$ cat src/rtl/platform_field.sv
// platform_field: owns the jump-platform table for the game screen.
//
// Purpose
//   - Renders platforms per pixel (combinational, zero latency) for the painter.
//   - Scrolls every platform down once per frame; platforms leaving the bottom
//     respawn at the top with a pseudo-random x taken from a 16-bit LFSR.
//   - Reports (registered) whether the falling doodle's feet rest on a platform.
//
// Ports
//   clk            system clock
//   rst            asynchronous active-high reset
//   frame_start    one-cycle pulse at the start of vertical blanking
//   scroll_req     pixels to scroll this frame, sampled on frame_start
//   beam_x/beam_y  current beam position
//   doodle_x       doodle left edge
//   doodle_feet_y  doodle bottom row
//   doodle_falling doodle is moving downward
//   color          platform pixel colour, [0]=R [1]=G [2]=B
//   is_transparent no platform covers the beam
//   landed         doodle feet are on a platform (registered)
//   landed_y       top row of the platform landed on (registered)
//   busy           scroll update in progress
module platform_field #(
    parameter int unsigned NUM_PLATFORMS = 8,
    parameter int unsigned SPACING       = 90,
    parameter int unsigned PLAT_W        = 96,
    parameter int unsigned PLAT_H        = 16,
    parameter int unsigned DOODLE_W      = 64,
    parameter int unsigned SCREEN_W      = 1280,
    parameter int unsigned SCREEN_H      = 720,
    parameter logic [15:0] LFSR_SEED     = 16'hACE1
) (
    input  logic             clk,
    input  logic             rst,
    input  logic             frame_start,
    input  logic [5:0]       scroll_req,
    input  logic [10:0]      beam_x,
    input  logic [9:0]       beam_y,
    input  logic [10:0]      doodle_x,
    input  logic [9:0]       doodle_feet_y,
    input  logic             doodle_falling,
    output logic [2:0][3:0]  color,
    output logic             is_transparent,
    output logic             landed,
    output logic [9:0]       landed_y,
    output logic             busy
);

    localparam int unsigned XRange = SCREEN_W - PLAT_W;
    localparam int unsigned IdxW   = (NUM_PLATFORMS > 1) ? $clog2(NUM_PLATFORMS) : 1;

    // An all-zero seed would lock the LFSR up.
    localparam logic [15:0] SeedEff = (LFSR_SEED == 16'h0000) ? 16'h0001 : LFSR_SEED;

    // Widened constants so compares never wrap near the screen edges.
    localparam logic [11:0] PlatW12   = 12'(PLAT_W);
    localparam logic [11:0] DoodleW12 = 12'(DOODLE_W);
    localparam logic [10:0] PlatH11   = 11'(PLAT_H);
    localparam logic [10:0] HalfH11   = 11'(PLAT_H / 2);
    localparam logic [10:0] ScreenH11 = 11'(SCREEN_H);
    localparam logic [10:0] XRange11  = 11'(XRange);
    localparam logic [10:0] TopRows11 = 11'd4;
    localparam logic [IdxW-1:0] LastIdx = IdxW'(NUM_PLATFORMS - 1);

    typedef enum logic [1:0] {
        StIdle,
        StScroll,
        StDone
    } state_e;

    function automatic logic [10:0] reset_x(input int i);
        return 11'((i * 384 + 100) % int'(XRange));
    endfunction

    function automatic logic [9:0] reset_y(input int i);
        return 10'(int'(SCREEN_H) - 40 - i * int'(SPACING));
    endfunction

    // Platform table
    logic [10:0] x_q [NUM_PLATFORMS];
    logic [9:0]  y_q [NUM_PLATFORMS];

    // FSM and scroll datapath
    state_e          state_q, state_d;
    logic [IdxW-1:0] idx_q, idx_d;
    logic [5:0]      scroll_amt_q, scroll_amt_d;
    logic [15:0]     lfsr_q;
    logic            upd_en;

    logic [9:0]  cur_y;
    logic [10:0] y_new;
    logic        respawn;
    logic [9:0]  y_wrap;
    logic [15:0] lfsr_next;
    logic [10:0] x_raw;
    logic [10:0] x_new;

    // Landing
    logic       landed_q, landed_d;
    logic [9:0] landed_y_q, landed_y_d;

    // Pixel path
    logic hit;
    logic top_hit;

    //--------------------------------------------------------------------------
    // Pixel path
    //--------------------------------------------------------------------------
    always_comb begin
        hit     = 1'b0;
        top_hit = 1'b0;
        for (int i = 0; i < int'(NUM_PLATFORMS); i++) begin
            if (({1'b0, beam_x} >= {1'b0, x_q[i]}) &&
                ({1'b0, beam_x} <  {1'b0, x_q[i]} + PlatW12) &&
                ({1'b0, beam_y} >= {1'b0, y_q[i]}) &&
                ({1'b0, beam_y} <  {1'b0, y_q[i]} + PlatH11)) begin
                hit = 1'b1;
                if ({1'b0, beam_y} < {1'b0, y_q[i]} + TopRows11) begin
                    top_hit = 1'b1;
                end
            end
        end
    end

    always_comb begin
        color = '0;
        if (top_hit) begin
            // Bright top edge of the platform
            color[0] = 4'h6;
            color[1] = 4'hD;
            color[2] = 4'h2;
        end else if (hit) begin
            color[0] = 4'h3;
            color[1] = 4'h9;
            color[2] = 4'h1;
        end
    end

    assign is_transparent = ~hit;

    //--------------------------------------------------------------------------
    // Landing detection
    //--------------------------------------------------------------------------
    always_comb begin
        landed_d   = 1'b0;
        landed_y_d = landed_y_q;
        // Descending scan so the lowest-index match is the one kept.
        for (int i = int'(NUM_PLATFORMS) - 1; i >= 0; i--) begin
            if (doodle_falling &&
                ({1'b0, doodle_feet_y} >= {1'b0, y_q[i]}) &&
                ({1'b0, doodle_feet_y} <  {1'b0, y_q[i]} + HalfH11) &&
                ({1'b0, doodle_x} + DoodleW12 > {1'b0, x_q[i]}) &&
                ({1'b0, doodle_x} < {1'b0, x_q[i]} + PlatW12)) begin
                landed_d   = 1'b1;
                landed_y_d = y_q[i];
            end
        end
    end

    always_ff @(posedge clk or posedge rst) begin
        if (rst) begin
            landed_q   <= 1'b0;
            landed_y_q <= '0;
        end else begin
            landed_q   <= landed_d;
            landed_y_q <= landed_y_d;
        end
    end

    assign landed   = landed_q;
    assign landed_y = landed_y_q;

    //--------------------------------------------------------------------------
    // Scroll FSM
    //--------------------------------------------------------------------------
    always_comb begin
        state_d      = state_q;
        idx_d        = idx_q;
        scroll_amt_d = scroll_amt_q;
        upd_en       = 1'b0;
        unique case (state_q)
            StIdle: begin
                if (frame_start) begin
                    scroll_amt_d = scroll_req;
                    idx_d        = '0;
                    state_d      = StScroll;
                end
            end
            StScroll: begin
                upd_en = 1'b1;
                idx_d  = idx_q + 1'b1;
                if (idx_q == LastIdx) begin
                    state_d = StDone;
                end
            end
            StDone: begin
                state_d = StIdle;
            end
            default: begin
                state_d = StIdle;
            end
        endcase
    end

    always_ff @(posedge clk or posedge rst) begin
        if (rst) begin
            state_q      <= StIdle;
            idx_q        <= '0;
            scroll_amt_q <= '0;
        end else begin
            state_q      <= state_d;
            idx_q        <= idx_d;
            scroll_amt_q <= scroll_amt_d;
        end
    end

    // busy covers the SCROLL cycles plus the DONE cycle.
    assign busy = (state_q != StIdle);

    //--------------------------------------------------------------------------
    // Per-slot update datapath
    //--------------------------------------------------------------------------
    always_comb begin
        cur_y     = y_q[idx_q];
        y_new     = {1'b0, cur_y} + {5'd0, scroll_amt_q};
        respawn   = (y_new >= ScreenH11);
        y_wrap    = respawn ? 10'(y_new - ScreenH11) : y_new[9:0];
        // Taps 16,14,13,11 -> bits 15,13,12,10; shift left, feedback into bit 0.
        lfsr_next = {lfsr_q[14:0], lfsr_q[15] ^ lfsr_q[13] ^ lfsr_q[12] ^ lfsr_q[10]};
        x_raw     = lfsr_next[10:0];
        // 11-bit max is below twice the range, so one subtract is enough.
        x_new     = (x_raw >= XRange11) ? (x_raw - XRange11) : x_raw;
    end

    always_ff @(posedge clk or posedge rst) begin
        if (rst) begin
            lfsr_q <= SeedEff;
            for (int i = 0; i < int'(NUM_PLATFORMS); i++) begin
                x_q[i] <= reset_x(i);
                y_q[i] <= reset_y(i);
            end
        end else if (upd_en) begin
            y_q[idx_q] <= y_wrap;
            if (respawn) begin
                x_q[idx_q] <= x_new;
                lfsr_q     <= lfsr_next;
            end
        end
    end

endmodule
$ cat config.mk
export PLATFORM = sky130hd
export DESIGN_NAME = platform_field
export DESIGN_NICKNAME = d
export VERILOG_FILES = /design/src/rtl/platform_field.sv
export SDC_FILE = /design/constraint.sdc
export NUM_CORES = 1
export LEC_CHECK = 0
export BUFFER_PORTS_ARGS = -buffer_cell sky130_fd_sc_hd__buf_2
export CAP_MARGIN = 20
export CORE_MARGIN = 3
export CORE_UTILIZATION = 48
export CTS_CLUSTER_DIAMETER = 50
export CTS_CLUSTER_SIZE = 30
export DETAILED_ROUTE_END_ITERATION = 10
export GPL_TIMING_DRIVEN = 0
export SYNTH_ARGS = -nofsm -noshare
export SYNTH_HDL_FRONTEND = slang
export SYNTH_SLANG_ARGS = --single-unit
$ cat constraint.sdc
create_clock -name clk -period 7.7 [get_ports clk]
set_clock_uncertainty 0.1 [all_clocks]
set_input_delay 1.54 -clock clk [delete_from_list [all_inputs] [get_ports clk]]
set_output_delay 1.54 -clock clk [all_outputs]
set_load 0.01 [all_outputs]
-- Word level (Yosys, flattened, before mapping)
Cells that the tools add are included.
- add/subtract/negate cells: 37
- order comparisons: 76
- eq/ne operators: 4
- muxes and demuxes: 59
- bitwise gates (word level): 5
- reductions and logical operators: 65
- operator list (operator ; count):
    10-bit by 11-bit < comparator with 1-bit output ; 24
    11-bit by 12-bit < comparator with 1-bit output ; 16
    10-bit greater-or-equal comparator ; 16
    10-bit 2-to-1 mux ; 13
    11-bit by 7-bit adder with 12-bit output, second input constant ; 9
    12-bit by 11-bit > comparator with 1-bit output ; 8
    10-bit by 3-bit adder with 11-bit output, second input constant ; 8
    10-bit by 4-bit adder with 11-bit output, second input constant ; 8
    10-bit by 5-bit adder with 11-bit output, second input constant ; 8
    88-bit bitwise mux ; 1
    11-bit greater-or-equal comparator ; 8
    80-bit bitwise mux ; 1
    1-bit logical AND ; 57
    11-bit demux with 3-bit select ; 1
    1-bit 2-to-1 mux ; 33
    10-bit binary-select mux with 3-bit select ; 1
    10-bit demux with 3-bit select ; 1
    11-bit 2-to-1 mux ; 2
    10-bit by 6-bit adder with 11-bit output ; 1
    11-bit by 10-bit greater-or-equal comparator with 1-bit output, second input constant ; 1
    11-bit greater-or-equal comparator, second input constant ; 1
    11-bit subtractor, second input constant ; 1
    10-bit subtractor, second input constant ; 1
    9-bit 2-to-1 mux ; 1
    other kinds (17) ; 25
- register bits after elaboration: 206

-- Longest topological paths before layout
Gate-level depths: netlist of run 1.
- depth in word-level cells: 21
- mapped depth: 25

-- Worst setup path after synthesis of run 1
OpenSTA, ideal clock, no wires.
- kind: input to output
- start point: input port beam_x[10]
- end point: output port color[4] in the netlist's numbering
- data arrival time: 4.195 ns
- slack: 1.865 ns
- stages on the path: 10
- path buffers: 1
- path through: ha_1 -> a211o_1 -> or3_1 -> o32ai_1 -> nor3_1 -> and4_1 -> or4b_2 -> and4b_1 -> inv_1 -> buf_4
- RTL lines (element ; line ; text):
    from (decl) ; 37 ; input logic [10:0] beam_x,
    to (decl) ; 42 ; output logic [2:0][3:0] color,

==> results.md, run 1 <==
* Proportion of netlist area held by the largest area contributor at 30.1%
* Pin count of the biggest net entering global routing at approximately 110
* Postcts setup bufs at 0
* Library cell used as clock root buffer: sky130_fd_sc_hd__clkbuf_16
* Worst IR Drop VDD at between 0.3 and 0.4 mV
* Critical path's top delay family: simple AND/OR/NAND/NOR gates
* Routed wirelength normalized by instance count at approximately 25 µm
* Share of final-layout standard cells stronger than drive strength 1 at 12.8%
* Top-Level Pins at 77
* Worst-margin pin slew at 1.18 ns
* Total clock sinks at 206
* Warning count from the yosys run at 0
* CTS Buffer Depth at 3
* Final period util at 101%
* CP Depth at 13
* Worst-path fanout max at 24
* Setup violators final at 4
* Final nets at 3,787
* Most used cells in the layout excluding fill and tap cells: sky130_fd_sc_hd__ha_1 (640), sky130_fd_sc_hd__inv_1 (231), sky130_fd_sc_hd__o21ai_0 (215)
* Die span in x at 241 µm
* Resize count post-CTS at 0
* Antenna violations before repair at 3
* Critical Path Sink: color[8]
* CP Data Required Time at about 6 ns
* Insertion delay of the later-clocked pin in the worst-skew pair at 0.56 ns
* Chain of cells forming the critical path: buf_2, ha_1, a21oi_1, nor2b_1, a2111o_1, o21ai_0, nand4_1, nor2_1, or4b_2, and4b_1, nor4_1, buf_4, buf_2
* Final core occ at 53.8%
* Vias in the first global route at 24.2k
* Power density relative to cell area at about 310 nW/µm²
* Post-synth EDFFs at 0
* Number of nets still failing antenna checks after routing at 0
* Final weighted congestion in routability-driven placement at between 0.9 and 1
* Worst hold path class: reg -> reg
* Highest cell delay on the worst timing path at approximately 0.79 ns
* TritonCTS Buffers at 36
* CP Data Arrival Time at roughly 6.1 ns
* Synthesized instance count at 2,973
* Synth top area cells: sky130_fd_sc_hd__ha_1 (30%), sky130_fd_sc_hd__dfrtp_1 (13%), sky130_fd_sc_hd__dfstp_2 (6.9%), sky130_fd_sc_hd__xnor2_1 (5.1%), sky130_fd_sc_hd__mux2_2 (4.4%)
* Highest Clock Rate at 129 MHz
* Hold_buf cts at 0
* Sequential cell area at 5240 µm²
* Count of cell types in the netlist at 82
* DRC at 0
* Wire length of the first global-routing pass at 146,000 µm
* Slack of the worst reg-to-reg path at 0.81 ns
* Worst setup path startpoint: beam_y[7]
* Via count at between 20k and 25k
* Drt via density at between 6 and 7
* Most instantiated flip-flop cell in the synthesis netlist: sky130_fd_sc_hd__dfrtp_1
* Unrepaired setup endpoints after global routing: false
* Number of max-cap violations at 0
* Register area share after synthesis at 19.7%
* Total global-route track usage at between 30% and 40%
* Multi-input gate area at 20,000 µm²
* H-tree level count at 2
* Overall overflow remaining after global route at 0
* Fin. max-slew vios at 0
* Setup WS post-layout at -0.0478 ns
* Effective utilization at floorplan at 48.9%
* Sort of element at the start of the critical path: primary input
* Violated checks: setup timing
* Critical R2R Capture: y_q[75]
* PnR Total Power at 8.98 mW
* Clock slew at the register clock pins of the worst setup and hold paths at 0.05 ns
* Register bit count reported by yosys at 206
* Cell with the largest stage delay on the worst path: sky130_fd_sc_hd__buf_2
* Post-synthesis cell type with the largest combined area: sky130_fd_sc_hd__ha_1
* Async SR Flop Fraction at 100%
* Core Box Area at ~54,000 µm²
* Worst Setup End Kind: output port
* Area of the mapped netlist at 26,600 µm²
* Syn-to-layout area delta at 10.1%
* Initial DRC count at roughly 2.1k
* Final hold violation count at 0
* Synthesized area divided by synthesized cell count at 8.94 µm²
* Number of filler cells placed in the layout at between 4k and 5k
* Source of the worst register-to-register timing path: idx_q[1]
* Vertical extent of the die at 241 µm
* Count of input and output buffers at slightly above 70
* Run status: finished with violations
* Site row count at 85
* Final wirelength at 97,600 µm
* Final critical path time including I/O delays and setup at 7.75 ns
* Type of the setup path with the least slack: in -> out
* Number of iterations in the first detailed-routing pass at 6
* DP Wirelength at 72,300 µm
* Die Outline Area at 58,200 µm²
* Worst path buffer plus inverter count at 3
* Most common library cell in the layout ignoring fill and taps: sky130_fd_sc_hd__ha_1
* TritonCTS clock tree: done
* Worst r2r path cells at 21
* Cell repeated most along the worst path: sky130_fd_sc_hd__buf_2
* Worst rel slew slack at 20.6%
* Standby leakage power at 12.9 nW
==> synthesized netlist by cell type, types with 11 or more instances <==
cell type                   count
sky130_fd_sc_hd__ha_1         640
sky130_fd_sc_hd__inv_1        232
sky130_fd_sc_hd__o21ai_0      216
sky130_fd_sc_hd__nand2_1      210
sky130_fd_sc_hd__a21oi_1      160
sky130_fd_sc_hd__xnor2_1      156
sky130_fd_sc_hd__dfrtp_1      136
sky130_fd_sc_hd__nor2_1       116
sky130_fd_sc_hd__mux2_2       105
sky130_fd_sc_hd__nand3_1       78
sky130_fd_sc_hd__dfstp_2       70
sky130_fd_sc_hd__a21o_1        69
sky130_fd_sc_hd__nand4_1       54
sky130_fd_sc_hd__clkbuf_1      53
sky130_fd_sc_hd__nor3_1        46
sky130_fd_sc_hd__a211oi_1      45
sky130_fd_sc_hd__nor2b_1       42
sky130_fd_sc_hd__o21a_1        36
sky130_fd_sc_hd__mux2i_1       30
sky130_fd_sc_hd__nand2b_1      30
sky130_fd_sc_hd__o211ai_1      30
sky130_fd_sc_hd__a31oi_1       29
sky130_fd_sc_hd__a211o_1       27
sky130_fd_sc_hd__and3_1        22
sky130_fd_sc_hd__o2111ai_1     21
sky130_fd_sc_hd__a221oi_1      17
sky130_fd_sc_hd__or3_1         15
sky130_fd_sc_hd__mux2_1        14
sky130_fd_sc_hd__xor2_1        14
sky130_fd_sc_hd__a2111oi_0     13
sky130_fd_sc_hd__o21bai_1      13
sky130_fd_sc_hd__mux4_2        12
sky130_fd_sc_hd__clkinv_1      11
==> how the worst min path moves through the flow <==
stage | startpoint | cells after the start | slack (ns) | endpoint
CTS | x_q[45] | 1 | 0.39 | x_q[45]
global placement | x_q[15] | 1 | 0.37 | x_q[15]
floorplan | x_q[12] | 1 | 0.36 | x_q[12]
global route | x_q[70] | 1 | 0.40 | x_q[70]
detailed placement | x_q[45] | 1 | 0.38 | x_q[45]
finish | x_q[48] | 1 | 0.39 | x_q[48]
==> stage by stage <==
stage / cells / cell area [µm²] / setup TNS, ns / hold WS [ns] / setup WS (ns)
3_5_place_dp: 3795 / 28000 / 0 / 0.375 / 0.113
5_1_grt: 3859 / 29200 / 0 / 0.401 / 0.0393
3_3_place_gp: 3787 / 27900 / -282.52 / 0.368 / -2.12
6_report: 3864 / 29300 / -0.113 / 0.386 / -0.0478
4_1_cts: 3859 / 29200 / 0 / 0.386 / 0.108
2_1_floorplan: 2976 / 26600 / 0 / 0.358 / 0.552
==> power by group <==
group          internal, mW  total (mW)  switching [mW]
logic                  2.09        5.57            3.48
clock network         0.955        1.61           0.652
registers              1.38        1.80           0.426
==> layer usage <==
layer  wire [µm]  vias to the layer above  global-route usage, %
met4        5030                        0                   15.9
met2       41800                     1005                   51.1
li1            -                    11300                      -
met1       42700                    11900                   45.2
met3        8150                      229                   6.56
met5           0                        -                      0
==> area by class of cell <==
| type | count | share of cell area (%) |
|---|---|---|
| buffer | 89 | 1.56 |
| multi-input combinational | 2438 | 68.5 |
| timing repair buffer | 80 | 1.57 |
| antenna | 5 | 0.0428 |
| clock inverter | 23 | 0.877 |
| sequential | 206 | 17.9 |
| clock buffer | 41 | 3.25 |
| inverter | 243 | 3.14 |
| tap | 739 | 3.16 |
==> worst reg2reg max path, stage by stage, from the launching register on <==
cell	delay, ns
sky130_fd_sc_hd__dfrtp_1	0.47
sky130_fd_sc_hd__buf_2	0.32
sky130_fd_sc_hd__buf_1	0.52
sky130_fd_sc_hd__clkbuf_1	0.49
sky130_fd_sc_hd__mux4_2	0.60
sky130_fd_sc_hd__mux2i_1	0.32
sky130_fd_sc_hd__inv_1	0.10
sky130_fd_sc_hd__ha_1	0.30
sky130_fd_sc_hd__a211oi_1	0.37
sky130_fd_sc_hd__o21ai_0	0.27
sky130_fd_sc_hd__nand2_1	0.14
sky130_fd_sc_hd__nand2_1	0.11
sky130_fd_sc_hd__ha_1	0.22
sky130_fd_sc_hd__nand3_1	0.07
sky130_fd_sc_hd__nor2_1	0.05
sky130_fd_sc_hd__a221o_1	0.34
sky130_fd_sc_hd__o31a_1	0.11
sky130_fd_sc_hd__o21bai_2	0.19
sky130_fd_sc_hd__and2_4	0.19
sky130_fd_sc_hd__buf_6	0.22
sky130_fd_sc_hd__mux2i_2	0.86
sky130_fd_sc_hd__o21ai_0	0.38
==> sequential cells by signal, indices dropped and copies added (netlist names) <==
register,count
state_q,2
y_q,80
lfsr_q,16
idx_q,3
scroll_amt_q,6
x_q,88
landed,1
landed_y,10
==> logic make-up (layout without fill, tap and decap cells) <==
logic type | after synthesis | in the layout | share of synthesized area [%]
compound gates | 789 | 789 | 19.6
xor+xnor | 171 | 171 | 5.66
fa+ha+maj | 641 | 641 | 30.2
buf+inv | 332 | 476 | 5.14
flops | 206 | 206 | 19.7
mux | 162 | 162 | 7.24
other cells | 1 | 9 | 0.0141
simple gates | 671 | 671 | 12.4
No activity file was read; power rests on OpenSTA's default activity.
==> run 2: changes to the inputs <==
CTS_CLUSTER_DIAMETER = 150   (was 50)
clock period = 9.9 ns   (was 7.7 ns; I/O delays follow)
==> run 2 against run 1 <==
The flow now finishes without violations. Non-clock buffer count unchanged. Die area unchanged. Largest cell class unchanged. Clock-buffer cell count decreased by 26.
==> results.md, run 2 (synthesis gave the netlist of run 1 again) <==
* Number of max-cap violations at 0
* Number of iterations in the first detailed-routing pass at 5
* Site row count at 85
* Final core occ at 52.4%
* Highest Clock Rate at approximately 120 MHz
* Number of filler cells placed in the layout at 5,040
* Share of final-layout standard cells stronger than drive strength 1 at 11.6%
* Final critical path time including I/O delays and setup at 8.62 ns
* Final cell count without fillers at 3,817
* Sort of element at the start of the critical path: primary input
* Wire length of the first global-routing pass at 145,000 µm
* CTS Buffer Depth at 3
* Effective utilization at floorplan at 48.9%
* Vertical extent of the die at 241 µm
* Final period util at 87.1%
* Drt via density at around 6.4
* Sequential cell area at 5240 µm²
* Count of input and output buffers at 72
* Worst-path fanout max at 24
* Largest registers in the final layout: x_q: 88 flops, y_q: 80 flops, lfsr_q: 16 flops
* Syn-to-layout area delta at 7.03%
* Most used cells in the layout excluding fill and tap cells: sky130_fd_sc_hd__ha_1 (640), sky130_fd_sc_hd__inv_1 (231), sky130_fd_sc_hd__o21ai_0 (215)
* Largest register by flop count: x_q
* Antenna violations before repair at 4
* Clock slew at the register clock pins of the worst setup and hold paths at between 0.1 and 0.15 ns
* Core Box Area at roughly 54,000 µm²
* Type of the setup path with the least slack: in -> out
* H-tree level count at 1
* Worst Setup End Kind: output port
* Total global-route track usage at 33.1%
* Overall overflow remaining after global route at 0
* Worst hold path class: reg -> reg
* Met2 Track Usage GR at 51.4%
* TritonCTS Buffers at 12
* Most common library cell in the layout ignoring fill and taps: sky130_fd_sc_hd__ha_1
* Most Crowded Layer GR: met2
* Top-Level Pins at 77
* Initial DRC count at 2,167
* Final hold violation count at 0
* TritonCTS clock tree: done
* Max reg flops at 88
* Unrepaired setup endpoints after global routing: false
* CP Data Arrival Time at between 6 and 7 ns
* Hold_buf cts at 0
* Multi-input gate area at 20,000 µm²
* Run status: finished clean
* Standby leakage power at 12.6 nW
* Worst-margin pin slew at approximately 1.2 ns
* Die Outline Area at ~58,000 µm²
* Total clock sinks at roughly 200
* Postcts setup bufs at 0
* Number of nets still failing antenna checks after routing at 0
* Final weighted congestion in routability-driven placement at 0.988
* Fin. max-slew vios at 0
* CP Data Required Time at 7.82 ns
* Vias in the first global route at about 24k
* Via count at between 20k and 25k
* DP Wirelength at roughly 72,000 µm
* Library cell used as clock root buffer: sky130_fd_sc_hd__clkbuf_16
* Pin count of the biggest net entering global routing at 108
* Resize count post-CTS at 0
* Worst IR Drop VDD at between 0.2 and 0.3 mV
* Worst rel slew slack at 22.7%
* Power density relative to cell area at 223 nW/µm²
* Die span in x at 241 µm
* Final nets at 3,763
* DRC at 0
* Insertion delay of the later-clocked pin in the worst-skew pair at 0.53 ns
* GRT met1 Usage at 45.7%
* Final wirelength at 97,400 µm
* Met3 Use GR at 5.19%
* Routed wirelength normalized by instance count at 25.5 µm
* Setup violators final at 0
* Placed cells at 3,795
==> run 2: cell types whose count changed in the layout (fill, tap and decap cells not counted), sizes merged <==
cell,change
diode,-3
clkbuf,-26
bufinv,-1
clkinvlp,-4
inv,-5
clkinv,-8
==> run 2: through the flow <==
| step | instance area, µm² | setup slack, ns | hold WS, ns | total power [mW] | TNS, ns |
|---|---|---|---|---|---|
| detailed placement | 28000 | 1.43 | 0.375 | 5.60 | 0 |
| finish | 28500 | 1.28 | 0.404 | 6.34 | 0 |
| global route | 28400 | 1.36 | 0.416 | 6.82 | 0 |
| global placement | 27900 | -0.357 | 0.368 | 5.43 | -43.15 |
| floorplan | 26600 | 2.31 | 0.358 | 4.11 | 0 |
| CTS | 28400 | 1.43 | 0.405 | 6.25 | 0 |
==> run 2: routing by layer <==
metal	wire (µm)	share of wire, %
met4	4520	4.6
met3	7640	7.8
met1	43400	45
met5	0	0
met2	41800	43
==> run 2: final timing paths <==
kind | start | to | slack [ns] | cells after the start
max reg2reg | idx_q[1] | y_q[75] | 3.06 | 21
min in group asynchronous | rst | scroll_amt_q[5] | 1.45 | 2
min reg2reg | x_q[70] | x_q[70] | 0.40 | 1
max | beam_y[4] | color[6] | 1.28 | 12
min | x_q[70] | x_q[70] | 0.40 | 1
max in group asynchronous | rst | x_q[74] | 7.16 | 3
==> run 2: layout make-up <==
cell class	instances	share of cell area (%)
Antenna cell	2	0.0176
Buffer	89	1.60
Clock buffer	15	1.17
Clock inverter	5	0.273
Inverter	243	3.23
Multi-Input combinational cell	2438	70.4
Sequential cell	206	18.4
Tap cell	739	3.25
Timing Repair Buffer	80	1.62
==> run 2: where the power goes <==
group,internal [mW],switching [mW]
sequential,1.07,0.330
clock,0.260,0.363
combinational,1.63,2.69
==> run 2: worst max-delay path, cell delays in order <==
cell                       delay, ns
sky130_fd_sc_hd__buf_2          0.76
sky130_fd_sc_hd__ha_1           0.41
sky130_fd_sc_hd__a211oi_1       0.30
sky130_fd_sc_hd__o311a_1        0.19
sky130_fd_sc_hd__o21ai_0        0.35
sky130_fd_sc_hd__nand4_1        0.42
sky130_fd_sc_hd__a211oi_1       0.14
sky130_fd_sc_hd__a211oi_1       0.87
sky130_fd_sc_hd__nand4b_1       0.32
sky130_fd_sc_hd__or3_1          0.49
sky130_fd_sc_hd__buf_4          0.15
sky130_fd_sc_hd__buf_2          0.13
==> run 3: changes to the inputs <==
CORE_UTILIZATION = 55   (was 48)
PLACE_DENSITY = 0.72   (was not set)
==> run 3 against run 2 <==
Fmax rose by 3.8%. First-iteration DRC count grew 8.3%. Clock power down 11%. Global-route usage is 2.4 points higher. Sequential share of layout area rose by 0.17 points. Core utilization rose by 7.4 points. Sequential cell count unchanged. Die area fell by 12%. Worst hold slack lost 0.0012 ns. Critical endpoint is now color[9]. Highest routed layer unchanged.
==> results.md, run 3 (synthesis gave the netlist of run 1 again) <==
* Syn-to-layout area delta at 6.03%
* Antenna violations before repair at 3
* Most used cells in the layout excluding fill and tap cells: sky130_fd_sc_hd__ha_1 (640), sky130_fd_sc_hd__inv_1 (231), sky130_fd_sc_hd__o21ai_0 (215)
* Fin. max-slew vios at 0
* DP Wirelength at 68,500 µm
* Number of max-cap violations at 0
* Share of final-layout standard cells stronger than drive strength 1 at 11.4%
* Worst IR Drop VDD at 0.289 mV
* Resize count post-CTS at 0
* Worst-path fanout max at 24
* Number of nets still failing antenna checks after routing at 0
* Final nets at 3,765
* Count of input and output buffers at slightly above 70
* DRC at 0
* Largest register by flop count: x_q
* TritonCTS Buffers at 11
* Wire length of the first global-routing pass at approximately 140,000 µm
* Setup violators final at 0
* Drt via density at 6.65
* Routed wirelength normalized by instance count at 24.9 µm
* Die span in x at 226 µm
* Max reg flops at between 80 and 90
* Insertion delay of the later-clocked pin in the worst-skew pair at 0.52 ns
* Total global-route track usage at 35.5%
* Worst Setup End Kind: output port
* Initial DRC count at 2,347
* Clock slew at the register clock pins of the worst setup and hold paths at 0.13 ns
* Sort of element at the start of the critical path: primary input
* Vias in the first global route at about 24k
* Final weighted congestion in routability-driven placement at 0.984
* Standby leakage power at 12.5 nW
* Library cell used as clock root buffer: sky130_fd_sc_hd__clkbuf_16
* Most common library cell in the layout ignoring fill and taps: sky130_fd_sc_hd__ha_1
* Hold_buf cts at 0
* Number of iterations in the first detailed-routing pass at 6
* Die Outline Area at slightly above 50,000 µm²
* Final hold violation count at 0
* Unrepaired setup endpoints after global routing: false
* Worst hold path class: reg -> reg
* Total negative setup slack at 0 ns
* Final wirelength at 91,800 µm
* Worst-margin pin slew at ~1.1 ns
* Type of the setup path with the least slack: in -> out
* H-tree level count at 1
* Worst rel slew slack at between 20% and 30%
* Top-Level Pins at 77
* CTS Buffer Depth at 3
* Vertical extent of the die at 226 µm
* Placed cells at about 3.7k
* Run status: finished clean
* Pin count of the biggest net entering global routing at 122
* Highest Clock Rate at 120 MHz
* Core Box Area at 47,100 µm²
* Effective utilization at floorplan at 56.4%
* Final critical path time including I/O delays and setup at roughly 8.3 ns
* Final cell count without fillers at between 3k and 4k
* Overall overflow remaining after global route at 0
* CP Data Required Time at 7.82 ns
* Site row count at 79
* Largest registers in the final layout: x_q: 88 flops, y_q: 80 flops, lfsr_q: 16 flops
* CP Data Arrival Time at 6.22 ns
* Via count at 24.5k
* Power density relative to cell area at about 220 nW/µm²
* Postcts setup bufs at 0
* Total clock sinks at 206
* TritonCTS clock tree: done
* Final period util at 83.9%
==> run 3: changes by cell type in the layout (fill, tap and decap cells not counted), moves of 2 or more <==
cell                        before  now
sky130_fd_sc_hd__buf_4          12   18
sky130_fd_sc_hd__buf_6          12   10
sky130_fd_sc_hd__buf_8           2    0
sky130_fd_sc_hd__clkbuf_16      13   11
sky130_fd_sc_hd__inv_8           1    3
==> run 3: routing by layer <==
metal	vias up	global-route usage, %	routed length, µm
met4	0	18.8	5470
met3	283	7.27	9550
met1	11800	47.1	37800
met5	-	0	0
li1	11200	-	-
met2	1210	54.5	39000
==> run 3: stage by stage <==
stage / total power, mW / hold WS (ns) / util [%] / cell area (µm²) / setup slack (ns)
after CTS: 6.06 / 0.405 / 59.7 / 28200 / 1.63
final: 6.20 / 0.403 / 59.8 / 28200 / 1.60
after global placement: 5.29 / 0.370 / 58.8 / 27700 / -0.273
after global routing: 6.65 / 0.413 / 59.8 / 28200 / 1.58
after floorplan: 4.11 / 0.358 / - / 26600 / 2.31
after detailed placement: 5.49 / 0.376 / 59.0 / 27800 / 1.64
==> run 3: area by class of cell <==
cell class	count	area, µm²
Clock inverter	3	38.8
Tap cell	607	759
Multi-Input combinational cell	2438	20000
Inverter	243	920
Timing Repair Buffer	83	457
Sequential cell	206	5240
Buffer	89	455
Clock buffer	14	297
Antenna cell	3	7.51
Fill cell	4054	19000
==> run 3: final timing paths <==
path,start,end,slack (ns),cells past startpoint
max in group asynchronous,rst,x_q[3],7.16,3
min in group asynchronous,rst,state_q[0],1.44,2
max reg2reg,idx_q[1],y_q[75],3.22,21
min,x_q[69],x_q[69],0.40,1
min reg2reg,x_q[69],x_q[69],0.40,1
max,beam_y[4],color[9],1.60,12
==> run 3: where the power goes <==
part / internal [mW] / leakage [nW] / switching, mW / total [mW]
Clock: 0.224 / 0.164 / 0.332 / 0.556
Sequential: 1.07 / 2.54 / 0.318 / 1.38
Combinational: 1.63 / 9.83 / 2.63 / 4.26
Total: 2.92 / 12.5 / 3.28 / 6.20
==> run 3: critical path, stage by stage <==
cell and delay (ns):
sky130_fd_sc_hd__buf_2 0.69, sky130_fd_sc_hd__ha_1 0.40, sky130_fd_sc_hd__a211oi_1 0.27, sky130_fd_sc_hd__o311a_1 0.18, sky130_fd_sc_hd__o21ai_0 0.30, sky130_fd_sc_hd__nand4_1 0.37, sky130_fd_sc_hd__a211oi_1 0.14, sky130_fd_sc_hd__a211oi_1 0.75
sky130_fd_sc_hd__nand4b_1 0.35, sky130_fd_sc_hd__or3_1 0.50, sky130_fd_sc_hd__buf_4 0.15, sky130_fd_sc_hd__buf_2 0.13
